### src/rtl/nibble_serial_adder.sv
// Serial adder: W = 4*NIBBLES-bit operands added one nibble per clock through a 4-bit slice.
// Optional signed-overflow output enabled by defining NIBBLE_SERIAL_ADDER_OVF_EN.
module nibble_serial_adder #(
  parameter int NIBBLES = 4
) (
  input  logic                   clk,
  input  logic                   rst,
  input  logic                   in_valid,
  output logic                   in_ready,
  input  logic [4*NIBBLES-1:0]   a,
  input  logic [4*NIBBLES-1:0]   b,
  input  logic                   c_in,
  output logic                   out_valid,
  input  logic                   out_ready,
  output logic [4*NIBBLES-1:0]   sum,
  output logic                   c_out,
  output logic                   busy
`ifdef NIBBLE_SERIAL_ADDER_OVF_EN
  ,
  output logic                   ovf
`endif
);

  localparam int W = 4 * NIBBLES;
  localparam logic [4:0] LAST_IDX = 5'(NIBBLES - 1);

  typedef enum logic [1:0] {S_IDLE, S_RUN, S_DONE} state_t;

  state_t         state, state_nxt;
  logic [W-1:0]   a_sh, b_sh, res_reg, res_nxt;
  logic           carry_reg;
  logic [4:0]     idx;
  logic [4:0]     slice;
  logic           accept, is_last;

  assign slice   = {1'b0, a_sh[3:0]} + {1'b0, b_sh[3:0]} + {4'b0, carry_reg};
  // New nibble enters at the top; after NIBBLES shifts nibble 0 sits at the bottom.
  assign res_nxt = (res_reg >> 4) | (W'(slice[3:0]) << (W - 4));
  assign is_last = (idx == LAST_IDX);

  always_ff @(posedge clk or posedge rst) begin
    if (rst) state <= S_IDLE;
    else     state <= state_nxt;
  end

  always_comb begin
    state_nxt = state;
    in_ready  = 1'b0;
    out_valid = 1'b0;
    busy      = 1'b0;
    accept    = 1'b0;
    case (state)
      S_IDLE: begin
        in_ready = 1'b1;
        if (in_valid) begin
          accept    = 1'b1;
          state_nxt = S_RUN;
        end
      end
      S_RUN: begin
        busy = 1'b1;
        if (is_last) state_nxt = S_DONE;
      end
      S_DONE: begin
        busy      = 1'b1;
        out_valid = 1'b1;
        if (out_ready) state_nxt = S_IDLE;
      end
      default: state_nxt = S_IDLE;
    endcase
  end

  always_ff @(posedge clk or posedge rst) begin
    if (rst) begin
      a_sh      <= '0;
      b_sh      <= '0;
      res_reg   <= '0;
      carry_reg <= 1'b0;
      idx       <= '0;
      sum       <= '0;
      c_out     <= 1'b0;
`ifdef NIBBLE_SERIAL_ADDER_OVF_EN
      ovf       <= 1'b0;
`endif
    end else if (accept) begin
      a_sh      <= a;
      b_sh      <= b;
      carry_reg <= c_in;
      idx       <= '0;
    end else if (state == S_RUN) begin
      a_sh      <= a_sh >> 4;
      b_sh      <= b_sh >> 4;
      carry_reg <= slice[4];
      idx       <= idx + 5'd1;
      res_reg   <= res_nxt;
      if (is_last) begin
        sum   <= res_nxt;
        c_out <= slice[4];
`ifdef NIBBLE_SERIAL_ADDER_OVF_EN
        // Carry into the MSB is recovered from the MSB's own sum bit.
        ovf   <= (a_sh[3] ^ b_sh[3] ^ slice[3]) ^ slice[4];
`endif
      end
    end
  end

endmodule

### config.mk
export PLATFORM = sky130hd
export DESIGN_NAME = nibble_serial_adder
export DESIGN_NICKNAME = d
export VERILOG_FILES = /design/src/rtl/nibble_serial_adder.sv
export SDC_FILE = /design/constraint.sdc
export NUM_CORES = 1
export LEC_CHECK = 0
export CORE_AREA = 2 2 81 83
export DETAILED_ROUTE_END_ITERATION = 12
export DIE_AREA = 0 0 83 85
export PLACE_DENSITY = 0.89
export SYNTH_ARGS = -nofsm -noshare
export SYNTH_HDL_FRONTEND = slang
export SYNTH_SLANG_ARGS = --single-unit
### constraint.sdc
create_clock -name clk -period 2.5 [get_ports clk]
set_clock_uncertainty 0.05 [all_clocks]
set_input_delay 0.5 -clock clk [delete_from_list [all_inputs] [get_ports clk]]
set_output_delay 0.5 -clock clk [all_outputs]
set_load 0.01 [all_outputs]
==> flow_metrics.tcl <==
set metrics [dict create \
    status "completed" \
    drcViolationCount 0 \
    diodes 0 \
    synthesis.area_um2 3130 \
    ios 57 \
    hold_depth 2 \
    p_per_area_nw_per_um2 1250 \
    cp_max_fo 4 \
    dr.pass1.iters 4 \
    ys_seq_elements 69 \
    chipWidth_um 83 \
    grt_use_total 0.183 \
    final_nets 370 \
    ctsResizeCount 0 \
    r2r_slack_ps 500 \
    r2r-end "carry_reg" \
    cts_tree "yes" \
    fp.coreArea_um2 6200 \
    cts_sinks 69 \
    final_common_cell "dfrtp_1" \
    drt-total-wl_mm 5.86 \
    cts_setup_buffers 0 \
    fin_total_pwr_mw 4.98 \
    finalSetupTns_ps 0 \
    r2r-start "b_sh[0]" \
    cts_made_buffers 9 \
    crit_type "reg2out" \
    insertion_delay_ps 350 \
    ys_types 26 \
    end_kind "primary output" \
    area_delta_synth_final_pct 26.8 \
    wire_per_inst_um 14.5 \
    gp_congestion 0.770 \
    cap_viol_max_count 0 \
    worstHoldStart "c_out" \
    hold_buffers 0 \
    cts-root-buf "clkbuf_8" \
    grt_setup_unrepaired "false" \
    synth_area_per_cell_um2 11.7 \
    fin_crit_sh 0.886 \
    final_cell_mix "69 x dfrtp_1, 56 x clkdlybuf4s50_1, 36 x nand2_1" \
    tightest_slew_ps 586 \
    crit_required_ps 1950 \
    fin_crit_ps 2220 \
    max_freq_ghz 0.451 \
    hold_class "reg2reg" \
    grt-ovfl-total 0 \
    hold_end "c_out" \
    reg2reg_depth 8 \
    hold_viol_final 0 \
    dieArea_um2 7060 \
    io_buffers 56 \
    ir_drop_mv 0.667 \
    timing.slew.headroom 0.609 \
    setup_viol 0 \
    vias 2043 \
    antenna_found_initial 0 \
    hpwl_mm 4.31 \
    clkTransAtPathRegs_ps 70 \
    timing.final.max_slew_violations 0 \
    vias_per_cell 5.06 \
    num_rows 29 \
    fillers 471 \
    first_global_vias 2078 \
    grt_max_degree 72 \
    synth_seq_area_share 0.551 \
    drtIter0Drc 42 \
    arrival_ps 1670 \
    power.leakage_nw 1.79 \
    clock_path_buffers 2 \
    layout-drive-gt1-share 0.135 \
    ant_nets 0 \
    syn_inst 267 \
    grt_pass1_wl_mm 10.1 \
    largestRegisters "a_sh: 16 flops, b_sh: 16 flops, sum: 16 flops" \
    h-tree-depth 3 \
    die_h_um 85 \
    cp-start-kind "flip-flop" \
    yosys_warnings 0 \
    finish.utilization 0.640 \
    finalNonFillerCells 404 \
    dp.cells 388 \
    synth.net_count 315 \
    start_util 0.505 \
]
layer usage:
metal / up-vias / track usage / wire (um)
li1: 1007 / - / -
met1: 969 / 0.222 / 2530
met2: 53 / 0.301 / 2910
met3: 14 / 0.0477 / 263
met4: 0 / 0.101 / 158
met5: - / 0 / 0
logic make-up (layout without fill, tap and decap cells):
| logic type | count (synthesis) | in the layout | synth area share |
|---|---|---|---|
| DFF | 69 | 69 | 0.551 |
| AOI/OAI and AO/OA | 43 | 43 | 0.0743 |
| muxes | 51 | 51 | 0.185 |
| buffers and inverters | 26 | 86 | 0.0352 |
| adders and majority gates | 11 | 11 | 0.0487 |
| and+or+nand+nor | 61 | 61 | 0.0883 |
| xor gates and xnor gates | 6 | 6 | 0.0168 |
cell type report:
| type | instances | area [um^2] | share of cell area |
|---|---|---|---|
| clock buffers | 12 | 145 | 0.0365 |
| clock inverters | 4 | 47.5 | 0.0120 |
| inverters | 9 | 33.8 | 0.00851 |
| multi-input cells | 172 | 1300 | 0.327 |
| flip-flops and latches | 69 | 1730 | 0.435 |
| well taps | 77 | 96.3 | 0.0243 |
| repair buffers | 61 | 623 | 0.157 |
worst max path at each step:
stage / slack (ps) / to / start
2_1_floorplan: 210 / a_sh[0] / rst
3_3_place_gp: 460 / sum[4] / in_valid
3_5_place_dp: 430 / sum[3] / in_valid
4_1_cts: 260 / in_ready / state[1]
5_1_grt: 210 / in_ready / state[1]
6_report: 280 / out_valid / state[0]
through the flow:
stage / area [um^2] / setup WS, ps / hold slack (ps)
after detailed placement: 3780 / 427 / 439
final: 3970 / 285 / 440
after floorplan: 3130 / 210 / 404
after CTS: 3970 / 264 / 449
after global placement: 3780 / 456 / 418
after global routing: 3970 / 213 / 479
synth_stat cells:
cell type,n,area [um^2]
nand3b_1,1,7.51
a21o_1,2,15.0
nand2b_1,9,56.3
xnor2_1,2,17.5
a21oi_1,4,20.0
buf_4,1,7.51
a211oi_1,1,7.51
o21ai_0,35,175
mux2_2,10,113
mux2_4,10,150
nor4b_2,1,15.0
dfrtp_1,69,1730
clkbuf_1,9,33.8
and2_1,1,6.26
buf_2,7,35.0
nand4_1,2,12.5
xor2_1,4,35.0
a221oi_2,1,15.0
nand2_1,36,135
mux2i_1,25,250
fa_1,2,40.0
ha_1,9,113
nor2b_1,1,6.26
mux2_1,6,67.6
nor2_1,10,37.5
inv_1,9,33.8
power by group:
part | switching (mW) | internal [mW] | total (mW)
sequential | 0.336 | 1.64 | 1.98
combinational | 0.966 | 1.14 | 2.11
clock | 0.408 | 0.485 | 0.893
total | 1.71 | 3.27 | 4.98
worst max-delay path: stages (launching register included):
cell	delay, ps
dfrtp_1	410
inv_1	120
ha_1	230
clkdlybuf4s50_1	560
(Power assumes the default switching activity.)
